$ cat src/rtl/pulse_decoder.sv
// pulse_decoder
//   Receive-side decoder for the active-low framing waveform (idle high,
//   periodic low pulse). Synchronises the asynchronous line, measures the
//   low-pulse width and the fall-to-fall period of each frame, qualifies
//   each frame against the expected shape and declares lock after a run of
//   matching frames. A frame with no edge for TIMEOUT cycles is aborted.
//
// Ports
//   clock      in   rising-edge clock
//   reset_n    in   asynchronous active-low reset
//   f          in   incoming waveform, asynchronous to clock
//   period     out  last measured fall-to-fall period (cycles)
//   low_width  out  last measured low width (cycles)
//   valid      out  one-cycle strobe when period/low_width update
//   match      out  frame within tolerance; qualifies valid
//   locked     out  LOCK_COUNT consecutive matching frames seen
//   timeout    out  one-cycle strobe when a measurement is aborted
//
// State | meaning
// ------+-----------------------------------------------------------
// IDLE  | waiting for the first fall; counter held at 0
// LOW   | line low since the last fall; counting toward the rise
// HIGH  | line high after the rise; counting toward the next fall
module pulse_decoder #(
    parameter int WIDTH      = 10,
    parameter int EXP_PERIOD = 500,
    parameter int EXP_LOW    = 70,
    parameter int TOL        = 2,
    parameter int LOCK_COUNT = 4,
    parameter int TIMEOUT    = 1023
) (
    input  logic             clock,
    input  logic             reset_n,
    input  logic             f,
    output logic [WIDTH-1:0] period,
    output logic [WIDTH-1:0] low_width,
    output logic             valid,
    output logic             match,
    output logic             locked,
    output logic             timeout
);

    localparam int MRUN_W = $clog2(LOCK_COUNT + 1);

    localparam logic [WIDTH:0]    EXP_P_X   = (WIDTH+1)'(EXP_PERIOD);
    localparam logic [WIDTH:0]    EXP_L_X   = (WIDTH+1)'(EXP_LOW);
    localparam logic [WIDTH:0]    TOL_X     = (WIDTH+1)'(TOL);
    localparam logic [WIDTH-1:0]  TIMEOUT_C = WIDTH'(TIMEOUT);
    localparam logic [WIDTH-1:0]  CNT_ONE   = WIDTH'(1);
    localparam logic [WIDTH-1:0]  CNT_MAX   = '1;
    localparam logic [MRUN_W-1:0] LOCK_C    = MRUN_W'(LOCK_COUNT);
    localparam logic [MRUN_W-1:0] MRUN_ONE  = MRUN_W'(1);

    typedef enum logic [1:0] {
        IDLE = 2'd0,
        LOW  = 2'd1,
        HIGH = 2'd2
    } state_t;

    state_t            state_q, state_d;
    logic              s1_q, s2_q, fd_q;
    logic [WIDTH-1:0]  cnt_q, cnt_d;
    logic [WIDTH-1:0]  lw_q, lw_d;
    logic [WIDTH-1:0]  period_q, period_d;
    logic [WIDTH-1:0]  low_q, low_d;
    logic              valid_q, valid_d;
    logic              match_q, match_d;
    logic              locked_q, locked_d;
    logic              timeout_q, timeout_d;
    logic [MRUN_W-1:0] mrun_q, mrun_d;

    logic             fall, rise;
    logic [WIDTH-1:0] cnt_inc;
    logic             frame_ok;

    // Absolute deviation in WIDTH+1 bits, subtracting in whichever order
    // keeps the result non-negative so nothing wraps.
    function automatic logic within_tol(input logic [WIDTH-1:0] meas,
                                        input logic [WIDTH:0]   expv);
        logic [WIDTH:0] m;
        logic [WIDTH:0] d;
        m = {1'b0, meas};
        d = (m >= expv) ? (m - expv) : (expv - m);
        return (d <= TOL_X);
    endfunction

    assign fall = fd_q & ~s2_q;
    assign rise = ~fd_q & s2_q;

    // The counter holds at all-ones rather than wrapping; this only matters
    // when a rise lands exactly on the timeout count.
    assign cnt_inc  = (cnt_q == CNT_MAX) ? cnt_q : (cnt_q + CNT_ONE);
    assign frame_ok = within_tol(cnt_q, EXP_P_X) && within_tol(lw_q, EXP_L_X);

    always_ff @(posedge clock or negedge reset_n) begin
        if (!reset_n) begin
            s1_q      <= 1'b1;
            s2_q      <= 1'b1;
            fd_q      <= 1'b1;
            state_q   <= IDLE;
            cnt_q     <= '0;
            lw_q      <= '0;
            period_q  <= '0;
            low_q     <= '0;
            valid_q   <= 1'b0;
            match_q   <= 1'b0;
            locked_q  <= 1'b0;
            timeout_q <= 1'b0;
            mrun_q    <= '0;
        end else begin
            s1_q      <= f;
            s2_q      <= s1_q;
            fd_q      <= s2_q;
            state_q   <= state_d;
            cnt_q     <= cnt_d;
            lw_q      <= lw_d;
            period_q  <= period_d;
            low_q     <= low_d;
            valid_q   <= valid_d;
            match_q   <= match_d;
            locked_q  <= locked_d;
            timeout_q <= timeout_d;
            mrun_q    <= mrun_d;
        end
    end

    always_comb begin
        state_d   = state_q;
        cnt_d     = cnt_q;
        lw_d      = lw_q;
        period_d  = period_q;
        low_d     = low_q;
        valid_d   = 1'b0;
        match_d   = match_q;
        timeout_d = 1'b0;
        mrun_d    = mrun_q;

        case (state_q)
            IDLE: begin
                cnt_d = '0;
                if (fall) begin
                    cnt_d   = CNT_ONE;
                    state_d = LOW;
                end
            end
            LOW: begin
                cnt_d = cnt_inc;
                if (rise) begin
                    lw_d    = cnt_q;
                    state_d = HIGH;
                end else if (cnt_q == TIMEOUT_C) begin
                    timeout_d = 1'b1;
                    state_d   = IDLE;
                    cnt_d     = '0;
                    mrun_d    = '0;
                end
            end
            HIGH: begin
                cnt_d = cnt_inc;
                if (fall) begin
                    period_d = cnt_q;
                    low_d    = lw_q;
                    valid_d  = 1'b1;
                    match_d  = frame_ok;
                    cnt_d    = CNT_ONE;
                    state_d  = LOW;
                    if (frame_ok) begin
                        mrun_d = (mrun_q == LOCK_C) ? mrun_q : (mrun_q + MRUN_ONE);
                    end else begin
                        mrun_d = '0;
                    end
                end else if (cnt_q == TIMEOUT_C) begin
                    timeout_d = 1'b1;
                    state_d   = IDLE;
                    cnt_d     = '0;
                    mrun_d    = '0;
                end
            end
            default: begin
                state_d = IDLE;
                cnt_d   = '0;
            end
        endcase

        // Lock tracks the run counter it is registered alongside, so it
        // drops in the same cycle a mismatching valid or a timeout appears.
        locked_d = (mrun_d == LOCK_C);
    end

    assign period    = period_q;
    assign low_width = low_q;
    assign valid     = valid_q;
    assign match     = match_q;
    assign locked    = locked_q;
    assign timeout   = timeout_q;

endmodule

$ cat config.mk
export PLATFORM = sky130hd
export DESIGN_NAME = pulse_decoder
export DESIGN_NICKNAME = d
export VERILOG_FILES = /design/src/rtl/pulse_decoder.sv
export SDC_FILE = /design/constraint.sdc
export NUM_CORES = 1
export LEC_CHECK = 0
export BUFFER_PORTS_ARGS = -buffer_cell sky130_fd_sc_hd__buf_2
export CAP_MARGIN = 20
export CORE_MARGIN = 2
export CORE_UTILIZATION = 30
export DETAILED_ROUTE_END_ITERATION = 12
export GPL_TIMING_DRIVEN = 0
export HOLD_SLACK_MARGIN = 0.06
export PLACE_DENSITY = 0.5
export SETUP_SLACK_MARGIN = 0.3
export SLEW_MARGIN = 20
export SYNTH_ARGS = -nofsm -noshare
export SYNTH_HDL_FRONTEND = slang
export SYNTH_SLANG_ARGS = --single-unit
export TNS_END_PERCENT = 20
$ cat constraint.sdc
create_clock -name clock -period 7.84 [get_ports clock]
set_clock_uncertainty 0.05 [all_clocks]
set_input_delay 0.784 -clock clock [delete_from_list [all_inputs] [get_ports clock]]
set_output_delay 0.784 -clock clock [all_outputs]
set_load 0.02 [all_outputs]
* Word-level counts from Yosys, hierarchy flattened
Cells that the tools add are included.
Word-level totals: output and inout bits 24, input port bits 3, word-level logic and storage cells 62, bits in registers 52
Cells by class: equal/unequal tests 6, bitwise gates (word level) 4, add/subtract/negate cells 6, muxes and demuxes 25, order comparisons 4, reduce and logical (&&, ||, !) cells 4
Operators with widths (number):
- two-way mux 10 bit | 4
- one-hot mux 10 bit (3 select lines) | 1
- <= comparator 11 x 2 -> 1 bit, second input constant | 2
- two-way mux 11 bit | 2
- two-way mux 3 bit | 5
- subtractor 10 x 7 -> 11 bit, second input constant | 1
- subtractor 10 x 9 -> 11 bit, second input constant | 1
- subtractor 7 x 10 -> 11 bit, first input constant | 1
- subtractor 9 x 10 -> 11 bit, first input constant | 1
- adder 10 x 1 -> 10 bit, second input constant | 1
- equality test 10 bit, second input constant | 1
- >= comparator 10 x 7 -> 1 bit, second input constant | 1
- >= comparator 10 x 9 -> 1 bit, second input constant | 1
- two-way mux 2 bit | 4
- equality test 3 bit, second input constant | 2
- two-way mux 1 bit | 6
- one-hot mux 2 bit (3 select lines) | 1
- one-hot mux 3 bit (2 select lines) | 1
- AND reduction 2 bit | 2
- adder 3 x 1 -> 3 bit, second input constant | 1
- bitwise AND 1 bit | 2
- equality test 2 x 1 -> 1 bit, second input constant | 1
- equality test 2 bit, second input constant | 1
- zero test 2 bit | 1
- other kinds (4) | 5

* Depth between registers and ports, before layout
Gate-level depths: netlist (run 1).
depth after elaboration 8, gate-level depth with buffers 11, mapped depth without buffers 10

* Worst setup path before layout (run 1)
Ideal clock, no wire load.
path kind register -> register, start register lw_q[1], end register locked_q, in the netlist locked, library setup time 0.096 ns, period minus slack after synthesis 2.772 ns, slack 5.068 ns, arrival 2.627 ns, data required time 7.694 ns, cell stages (with the launch flop) 10, cell sequence dfrtp_1 ha_1 o41a_1 nor3_2 mux2i_1 xor2_1 o21ai_2 nor4_4 a32oi_1 nor4_2
On the way: longest elaborated chain between the ends 8
Ends and longest elaborated chain:
- start: declaration | line 63 | logic [WIDTH-1:0] lw_q, lw_d;
- start signal: assignment | line 116 | lw_q <= lw_d;
- subtractor 7 x 10 -> 11 bit, or another cell as far along | line 83 | d = (m >= expv) ? (m - expv) : (expv - m);
- two-way mux 11 bit (*) | line 83
- <= comparator 11 x 2 -> 1 bit (*) | line 84 | return (d <= TOL_X);
- logical AND 1 bit (*) | line 93 | assign frame_ok = within_tol(cnt_q, EXP_P_X) && within_tol(lw_q, EXP_L_X);
- two-way mux 3 bit (*) | line 167 | if (frame_ok) begin
- two-way mux 3 bit (*) | line 160 | if (fall) begin
- one-hot mux 3 bit (2 select lines) (*) | line 138 | case (state_q)
- equality test 3 bit (*) | line 187 | locked_d = (mrun_d == LOCK_C);
- via locked_d | line 68 | logic locked_q, locked_d;
- end signal: assignment | line 121 | locked_q <= locked_d;
- end: declaration | line 68
Mark *: on every way through the listed nets, which the timed path passes. The rest lies on a longest branch. A chain may end at the register's enable or synchronous reset.

* Worst setup path in the final report (run 1)
start register cnt_q[3], end register locked_q, in the netlist locked
On the way: longest elaborated chain between the ends 8
Ends and longest elaborated chain:
- start: declaration | line 62 | logic [WIDTH-1:0] cnt_q, cnt_d;
- start signal: assignment | line 115 | cnt_q <= cnt_d;
- subtractor 9 x 10 -> 11 bit, or another cell as far along | line 83
- two-way mux 11 bit | line 83
- <= comparator 11 x 2 -> 1 bit | line 84
- logical AND 1 bit | line 93
- two-way mux 3 bit | line 167
- two-way mux 3 bit | line 160
- one-hot mux 3 bit (2 select lines) (*) | line 138
- equality test 3 bit (*) | line 187
- via locked_d | line 68
Marked as above.

==> results of run 1 <==
-- power groups by stage --
stage          sequential, W  clock [W]  combinational [W]
2_1_floorplan       0.000321          0           0.000144
3_3_place_gp        0.000319          0           0.000206
3_5_place_dp        0.000320          0           0.000207
4_1_cts             0.000315   0.000202           0.000210
5_1_grt             0.000318   0.000212           0.000240
6_report            0.000314   0.000195           0.000209
-- cells by family (layout without fill, tap and decap cells) --
kind of cell               Yosys count  in the layout  share of synthesized area, %
and+or+nand+nor                    116            116                         19.00
AOI/OAI and AO/OA                   91             91                         18.64
DFF                                 52             52                         41.11
buffers and inverters               39             73                         5.242
adders and majority gates           18             18                         7.095
muxes                               18             18                         6.149
xor gates and xnor gates            10             10                         2.759
-- layer usage --
metal | share of wire, % | vias up | wire length [microns] | GRT usage (%)
met5 | 0 | - | 0 | 0
met4 | 1.5 | 0 | 116 | 4.082
met2 | 47 | 52 | 3707 | 22.93
met3 | 3.4 | 8 | 269 | 2.553
met1 | 48 | 1279 | 3738 | 20.21
li1 | - | 1277 | - | -
-- through the flow --
stage          setup slack, ps  cell area (sq um)  util, %  std cells  total power [W]
3_5_place_dp              4512               3477    33.83        506        0.0005274
4_1_cts                   4487               3592    34.95        514        0.0007265
3_3_place_gp              4450               3475    33.81        506        0.0005247
5_1_grt                   4173               3592    34.95        514        0.0007704
2_1_floorplan             5068               3174        -        344        0.0004653
6_report                  4455               3592    34.95        514        0.0007185
-- area by class of cell --
| cell class | count | area [sq um] |
|---|---|---|
| Inverter | 20 | 75.07 |
| Buffer | 19 | 91.34 |
| Clock buffer | 5 | 68.82 |
| Sequential cell | 52 | 1305 |
| Timing Repair Buffer | 26 | 132.6 |
| Clock inverter | 3 | 46.29 |
| Multi-Input combinational cell | 253 | 1703 |
| Fill cell | 1084 | 6685 |
| Tap cell | 136 | 170.2 |
-- cell usage in the layout, fill, tap and decap left out, drive strengths merged, types with 4 or more instances in the layout --
master / instances
o21ai: 34
xnor2: 7
nand2: 45
nor3: 6
dfrtp: 49
mux2: 12
nor4: 5
inv: 21
mux2i: 6
and3: 6
clkbuf: 17
ha: 18
nand4: 5
nor2b: 4
buf: 33
a31oi: 4
o31ai: 4
o211ai: 4
nand3: 8
a21oi: 19
nor2: 23
-- sequential cells by signal, summed over array words and instances (netlist names), 2 cells and up --
name and flops:
cnt_q 10, low_width 10, lw_q 10, mrun_q 3
period 10, state_q 2
-- worst max path at each step --
stage / start / endpoint / slack [ps] / depth (start not counted)
after CTS: lw_q[1]$_DFFE_PN0P_ / locked$_DFF_PN0_ / 4490 / 9
after global routing: cnt_q[3]$_DFF_PN0_ / locked$_DFF_PN0_ / 4170 / 11
final: cnt_q[3]$_DFF_PN0_ / locked$_DFF_PN0_ / 4450 / 11
after global placement: lw_q[1]$_DFFE_PN0P_ / locked$_DFF_PN0_ / 4450 / 9
after detailed placement: lw_q[1]$_DFFE_PN0P_ / locked$_DFF_PN0_ / 4510 / 9
after floorplan: lw_q[1]$_DFFE_PN0P_ / locked$_DFF_PN0_ / 5070 / 9
==> run_results.csv, run 1 <==
group,metric,value,unit
hold_path,hold_end,"s2_q$_DFF_PN1_",
timing,setup_viol,0,
setup_path,r2r_slack,4450,ps
clocking,cts_setup_buffers,0,
clocking,clock-root-buffer,"clkbuf_8",
synthesis,synth_nets,365,
setup_path,cp.arrival,3560,ps
clocking,cts_buffers,5,
final_layout,antenna_cells,0,
detailed_routing,vias,2616,
setup_path,critPathMaxStageDelay,440,ps
hold_path,whs_path_depth,0,
synthesis,synth-seq-area-share,41.11,%
detailed_routing,antenna_left,0,
synthesis,postSynth.asyncResetShare,100.0,%
synthesis,synth_seq_cells,52,
power,clkPwrFrac,27.1,%
setup_path,critPathTopFamily,"compound AO/OA/AOI/OAI gates",
global_routing,grt_pass1_vias,2529,
global_routing,grt_pass1_wl,13030,microns
setup_path,path_class,"register to register",
floorplan,start_util,30.89,%
setup_path,r2r_cells,11,
clocking,clk_pin_slew_worst_paths,100,ps
power,swShare,36.19,%
timing,fin_crit_sh,43.18,%
detailed_routing,firstDrtPassIters,4,
detailed_routing,drtIter0Drc,160,
hold_path,hold_path_class,"register to register",
placement,dpl.hpwl,5658,microns
global_routing,antenna_found_initial,0,
clocking,cts_tree,"built",
synthesis,synth.most_common_cell,"dfrtp_1",
power,power_frac_comb,29.1,%
setup_path,r2r-start,"cnt_q[3]$_DFF_PN0_",
setup_path,r2r_end,"locked$_DFF_PN0_",
timing,drv_slew,0,
power,powerDensity,200.0,nW/um^2
timing,whs,312.1,ps
setup_path,startpoint_type,"register",
power,p_seq_share,43.8,%
synthesis,synth_top_area_share,38.63,%
power,peakVddDrop,0.0001028,V
clocking,cts_max_level,2,
synthesis,synth_warnings,0,
synthesis,synth-edff-count,0,
setup_path,crit_fanout,10,
synthesis,syn-cell-area,3174,sq um
clocking,clockBufferDepth,2,
floorplan,fp.dieH,106.9,microns
timing,fin_crit,3385,ps
timing,max_freq,295.4,MHz
clocking,clk_latency,320,ps
timing,hold_viol,0,
floorplan,die_x,106.9,microns
hold_path,min_from,"s1_q$_DFF_PN1_",
floorplan,core-area,10280,sq um
clocking,cts_resized,0,
power,p_leak,1.654,nW
synthesis,synth_cell_types,62,
power,p_int,0.0004584,W
synthesis,synth.area.top_cells,"dfrtp_1 39%, ha_1 7.1%, nand2_1 5.3%",
setup_path,cp.required,8020,ps
clocking,hold_buffers,0,
timing,maxSlewHeadroom,50.18,%
global_routing,globalRouteTotalUtil,14.45,%
placement,gp_congestion,0.9037,
detailed_routing,drc,0,
power,power.switching,0.0002601,W
synthesis,ys.flop_type,"dfrtp_1",
outcome,status,"completed",
global_routing,overflow,0,
setup_path,crit_slowest_cell,"nor4_4",
final_layout,drive_gt1_share,18.78,%
final_layout,finalNetCount,398,
synthesis,syn_avg_cell_area,9.228,sq um
timing,rsz0062_at_grt,"no",
clocking,clock-sinks,52,
floorplan,num_rows,37,
detailed_routing,avgRoutedWirePerCell,15.24,microns
synthesis,synth.largest_area_cell,"dfrtp_1",
floorplan,ios,27,
final_layout,area_growth_syn_to_layout,13.17,%
setup_path,crit_path_end_kind,"register",
run,maxCapViolCount,0,
floorplan,dieArea,11420,sq um
timing,tns,0,ps
setup_path,crit_buf_inv,2,
setup_path,crit_chain,"clkbuf_1 -> inv_1 -> ha_1 -> a211o_1 -> a31oi_2 -> mux2i_1 -> xnor2_1 -> o21ai_0 -> nor4_4 -> a32oi_1 -> nor4_2",
detailed_routing,viasPerCell,5.089,
global_routing,grt_max_degree,53,
timing,max_slew.worst_pin.slew,742.2,ps
synthesis,synth_cells,344,
synthesis,synthTopCellsByCount,"49 x dfrtp_1, 45 x nand2_1, 32 x o21ai_0",
placement,io_buffers,26,
detailed_routing,wl,7832,microns
Power figures use the tool's default switching activity.
==> inputs of run 2 (changes only) <==
PLACE_DENSITY = 0.51   (was 0.5)
clock period = 2.9 ns   (was 7.84 ns; I/O delays follow)
==> run 2 against run 1 <==
  * Fmax grew 19%
  * Register-to-register slack lost 4400 ps
  * Via count grew 2.6%
  * Highest routed layer unchanged
==> run_results.csv, run 2 (synthesis results as in run 1) <==
group,metric,value,unit
final_layout,area_growth_syn_to_layout,21.09,%
timing,whs,312.0,ps
final_layout,finalNetCount,418,
clocking,clk_latency,310,ps
power,p_int,0.001285,W
global_routing,globalRouteTotalUtil,14.96,%
setup_path,r2r_slack,60,ps
setup_path,cp-startpoint,"lw_q[2]$_DFFE_PN0P_",
floorplan,ios,27,
clocking,cts_tree,"built",
detailed_routing,drtIter0Drc,168,
floorplan,fp.dieH,106.9,microns
floorplan,num_rows,37,
final_layout,layout_commonest_cell,"dfrtp_1",
global_routing,antenna_found_initial,0,
floorplan,core-area,10280,sq um
placement,dpl_cell_area,3492,sq um
hold_path,hold_end,"s2_q$_DFF_PN1_",
power,p_seq_share,42.4,%
global_routing,grt_max_degree,53,
power,power_frac_comb,32.6,%
power,power.switching,0.0006990,W
timing,fin_crit_sh,97.93,%
timing,fin_crit,2840,ps
setup_path,cp.required,3050,ps
clocking,cts_max_level,2,
placement,dpl.hpwl,5640,microns
hold_path,hold_path_class,"register to register",
timing,setup_viol,0,
hold_path,min_from,"s1_q$_DFF_PN1_",
global_routing,grt_pass1_vias,2649,
final_layout,finalInstanceArea,3844,sq um
setup_path,path_class,"register to register",
timing,drv_slew,0,
final_layout,regArea,1309,sq um
final_layout,drive_gt1_share,26.13,%
detailed_routing,vias,2685,
placement,gp_congestion,0.8561,
clocking,cts_buffers,5,
floorplan,start_util,30.89,%
timing,maxSlewHeadroom,55.86,%
detailed_routing,drc,0,
power,powerDensity,516.2,nW/um^2
timing,hold_viol,0,
timing,rsz0062_at_grt,"yes",
power,clkPwrFrac,25.0,%
run,maxCapViolCount,0,
final_layout,antenna_cells,0,
detailed_routing,wl,7982,microns
final_layout,multi_input_area,1772,sq um
floorplan,dieArea,11420,sq um
hold_path,whs_path_depth,0,
outcome,status,"completed",
final_layout,final_cell_mix,"46 x dfrtp_1, 45 x nand2_1, 31 x o21ai_0",
placement,dp_cells,506,
final_layout,fill_cells,1071,
detailed_routing,antenna_left,0,
setup_path,crit_path_end_kind,"register",
power,p_leak,1.763,nW
clocking,clk_pin_slew_worst_paths,90,ps
timing,max_freq,352.1,MHz
setup_path,r2r-start,"lw_q[2]$_DFFE_PN0P_",
setup_path,r2r_end,"locked$_DFF_PN0_",
timing,max_slew.worst_pin.slew,662.0,ps
global_routing,grt_pass1_wl,13610,microns
setup_path,crit_fanout,4,
detailed_routing,firstDrtPassIters,4,
global_routing,overflow,0,
setup_path,startpoint_type,"register",
floorplan,die_x,106.9,microns
timing,tns,0,ps
setup_path,r2r_cells,11,
setup_path,cp.arrival,2990,ps
clocking,clock-sinks,52,
placement,io_buffers,26,
final_layout,final_cells,534,
detailed_routing,viasPerCell,5.028,
power,peakVddDrop,0.0002560,V
clocking,clock-root-buffer,"clkbuf_8",
clocking,clockBufferDepth,2,
power,swShare,35.23,%
detailed_routing,avgRoutedWirePerCell,14.95,microns
run 2: cell types whose count changed in the layout (fill, tap and decap cells not counted), moves of 3 or more:
cell / delta
ha_2: +3
dfrtp_2: +3
dfrtp_1: -3
buf_4: +16
ha_1: -4
run 2: layout make-up:
type | instances | share of cell area [%]
Buffer | 19 | 2.897
Clock buffer | 6 | 1.888
Clock inverter | 2 | 0.9115
Inverter | 20 | 2.148
Multi-Input combinational cell | 253 | 46.09
Sequential cell | 52 | 34.05
Tap cell | 136 | 4.427
Timing Repair Buffer | 46 | 7.585
run 2: per-layer routing:
layer	GRT usage [%]	wire length [microns]	vias up
met3	2.492	268	13
li1	-	-	1322
met4	5.288	126	0
met5	0	0	-
met2	23.79	3833	49
met1	20.52	3753	1301
run 2: timing repair:
| action | CTS | global route |
|---|---|---|
| resized for setup | 9 | 18 |
| cloned | 0 | 0 |
| pin swaps | 5 | 2 |
| hold buffers | 2 | 0 |
| setup endpoints to repair | 6 | 16 |
| setup buffers | 5 | 13 |
| endpoints found under the hold margin | 50 | 0 |
run 2: how the worst max path moves through the flow:
stage	end	slack, ps	depth (start not counted)
after floorplan	locked$_DFF_PN0_	290	9
after global routing	locked$_DFF_PN0_	-20	13
final	locked$_DFF_PN0_	60	11
after CTS	locked$_DFF_PN0_	60	10
after detailed placement	locked$_DFF_PN0_	-240	11
after global placement	locked$_DFF_PN0_	-270	9
run 2: stage by stage:
step | total power (W) | setup slack [ps] | utilization, %
floorplan | 0.001264 | 286.5 | -
global placement | 0.001425 | -271.8 | 33.95
detailed placement | 0.001427 | -235.8 | 33.98
CTS | 0.001961 | 60.56 | 35.94
global route | 0.002141 | -20.33 | 37.40
finish | 0.001984 | 59.91 | 37.40
run 2: worst max-delay path, cell delays in order (launching register included):
cell	delay [ps]
dfrtp_1	430
ha_4	190
o41a_1	360
nor3_4	210
mux2i_1	270
xor2_1	250
o21ai_2	120
nor4_4	370
buf_4	200
buf_6	90
and2_4	130
nor4_2	50
run 2: power groups by stage:
stage | Sequential, W | Clock [W] | Combinational (W)
finish | 0.000841 | 0.000497 | 0.000646
global route | 0.000849 | 0.000548 | 0.000744
CTS | 0.000844 | 0.000518 | 0.000599
detailed placement | 0.000867 | 0 | 0.000560
global placement | 0.000868 | 0 | 0.000557
floorplan | 0.000874 | 0 | 0.000390
==> inputs of run 3 (changes only) <==
RECOVER_POWER = 50   (was unset)
==> run 3 against run 2 <==
  * First-iteration DRC count decreased by 0.60%
  * Design area decreased by 0.42%
  * Sequential power about the same
  * Setup slack improved by 5.6 ps
  * Critical path depth unchanged
  * Highest routed layer unchanged
  * Critical path type unchanged
  * Register-to-register slack about the same
  * Clock power about the same
  * Core utilization decreased by 0.16 points
  * Critical endpoint unchanged
==> run_results.csv, run 3 (synthesis results as in run 1) <==
group,metric,value,unit
run,maxCapViolCount,0,
power,p_leak,1.713,nW
detailed_routing,drtIter0Drc,167,
setup_path,crit_buf_inv,2,
placement,dp_cells,506,
setup_path,startpoint_type,"register",
global_routing,grt_max_degree,53,
placement,dpl.hpwl,5640,microns
placement,dpl_cell_area,3492,sq um
setup_path,r2r_slack,70,ps
floorplan,fp.dieH,106.9,microns
power,total_power,0.001987,W
final_layout,antenna_cells,0,
hold_path,hold_path_class,"register to register",
floorplan,core-area,10280,sq um
clocking,clock-sinks,52,
detailed_routing,viasPerCell,5.051,
final_layout,finalInstanceArea,3827,sq um
power,powerDensity,519.1,nW/um^2
clocking,clockBufferDepth,2,
floorplan,die_x,106.9,microns
outcome,status,"completed",
timing,max_slew.worst_pin.slew,1301,ps
detailed_routing,wl,8024,microns
setup_path,r2r_cells,11,
clocking,cts_buffers,5,
final_layout,area_growth_syn_to_layout,20.58,%
power,peakVddDrop,0.0002561,V
floorplan,dieArea,11420,sq um
setup_path,crit_fanout,4,
timing,fin_crit_sh,97.74,%
timing,max_freq,352.8,MHz
timing,drv_slew,0,
global_routing,overflow,0,
setup_path,crit_chain,"ha_4 -> o41a_1 -> nor3_4 -> mux2i_1 -> xor2_1 -> o21ai_2 -> nor4_4 -> buf_4 -> buf_6 -> and2_4 -> nor4_2",
clocking,clk_latency,310,ps
timing,rsz0062_at_grt,"yes",
clocking,cts_tree,"built",
hold_path,hold_end,"s2_q$_DFF_PN1_",
power,power_frac_comb,32.5,%
final_layout,final_cells,534,
setup_path,critPathTopFamily,"simple AND/OR/NAND/NOR gates",
hold_path,min_from,"s1_q$_DFF_PN1_",
detailed_routing,firstDrtPassIters,4,
setup_path,cp.arrival,2990,ps
detailed_routing,drc,0,
final_layout,finalNetCount,418,
clocking,clk_pin_slew_worst_paths,90,ps
final_layout,final_cell_mix,"46 x dfrtp_1, 45 x nand2_1, 31 x o21ai_0",
detailed_routing,antenna_left,0,
setup_path,critPathMaxStageDelay,430,ps
floorplan,num_rows,37,
detailed_routing,avgRoutedWirePerCell,15.03,microns
setup_path,crit_slowest_cell,"dfrtp_1",
power,swShare,35.46,%
setup_path,crit_path_end_kind,"register",
setup_path,r2r-start,"lw_q[2]$_DFFE_PN0P_",
global_routing,antenna_found_initial,0,
power,power.switching,0.0007044,W
power,clkPwrFrac,25.1,%
setup_path,r2r_end,"locked$_DFF_PN0_",
final_layout,layout_commonest_cell,"dfrtp_1",
global_routing,globalRouteTotalUtil,14.96,%
timing,setup_viol,0,
floorplan,start_util,30.89,%
clocking,cts_max_level,2,
setup_path,cp.required,3050,ps
power,p_seq_share,42.4,%
final_layout,drive_gt1_share,23.12,%
timing,hold_viol,0,
placement,gp_congestion,0.8561,
timing,fin_crit,2835,ps
floorplan,ios,27,
setup_path,path_class,"register to register",
global_routing,grt_pass1_wl,13610,microns
global_routing,grt_pass1_vias,2649,
timing,maxSlewHeadroom,13.26,%
hold_path,whs_path_depth,0,
clocking,clock-root-buffer,"clkbuf_8",
power,p_int,0.001282,W
detailed_routing,vias,2697,
placement,io_buffers,26,
[run 3: changes by cell type in the layout (fill, tap and decap cells not counted)]
cell / previous run / this run
buf_2: 28 / 17
buf_4: 19 / 18
clkbuf_1: 10 / 21
clkbuf_2: 2 / 3
dfstp_1: 0 / 1
dfstp_2: 3 / 2
[run 3: how the worst max path moves through the flow]
| stage | start | endpoint | slack, ps | cells after the start |
|---|---|---|---|---|
| finish | lw_q[2]$_DFFE_PN0P_ | locked$_DFF_PN0_ | 70 | 11 |
| global route | cnt_q[3]$_DFF_PN0_ | locked$_DFF_PN0_ | -20 | 13 |
| CTS | lw_q[2]$_DFFE_PN0P_ | locked$_DFF_PN0_ | 60 | 10 |
| detailed placement | cnt_q[3]$_DFF_PN0_ | locked$_DFF_PN0_ | -240 | 11 |
| global placement | lw_q[1]$_DFFE_PN0P_ | locked$_DFF_PN0_ | -270 | 9 |
| floorplan | lw_q[1]$_DFFE_PN0P_ | locked$_DFF_PN0_ | 290 | 9 |
[run 3: per-stage QoR]
step	setup TNS, ps	worst slack, ps	utilization, %	hold slack [ps]
floorplan	0	286.5	-	-55.59
global placement	-534.5	-271.8	33.95	298.8
detailed placement	-334.4	-235.8	33.98	301.0
CTS	0	60.56	35.94	315.6
global route	-20.33	-20.33	37.24	324.0
finish	0	65.47	37.24	317.8
[run 3: area by class of cell]
| cell class | instances | area, sq um |
|---|---|---|
| well taps | 136 | 170.2 |
| plain buffers | 19 | 111.4 |
| clock inverters | 2 | 35.03 |
| repair buffers | 46 | 275.3 |
| inverters | 20 | 82.58 |
| fillers | 1078 | 6450 |
| flip-flops and latches | 52 | 1309 |
| clock buffers | 6 | 72.57 |
| multi-input cells | 253 | 1772 |
[run 3: per-layer routing]
metal,wire length [microns],track usage (%),share of wire (%)
met4,126,5.288,1.6
met1,3778,20.52,47
met3,282,2.492,3.5
met5,0,0,0
met2,3837,23.79,48
[run 3: what timing repair did]
action                                  CTS  global route
endpoints found under the setup margin    6            16
gates resized for setup                   9            18
buffers inserted                          5            13
hold buffers                              2             0
pin swaps                                 5             2
endpoints found under the hold margin    50             0
[run 3: worst reg2reg max path, delay by kind of cell (launching register included)]
| family | cells | cell delay (ps) |
|---|---|---|
| fa+ha+maj | 1 | 190 |
| xor+xnor | 1 | 250 |
| mux | 1 | 270 |
| compound gates | 2 | 480 |
| flops | 1 | 430 |
| buf+inv | 2 | 290 |
| simple gates | 4 | 760 |
[run 3: power by group through the flow]
stage / clock [W] / sequential, W / combinational [W]
finish: 0.000499 / 0.000842 / 0.000646
global route: 0.000548 / 0.000850 / 0.000741
CTS: 0.000518 / 0.000844 / 0.000599
detailed placement: 0 / 0.000867 / 0.000560
global placement: 0 / 0.000868 / 0.000557
floorplan: 0 / 0.000874 / 0.000390
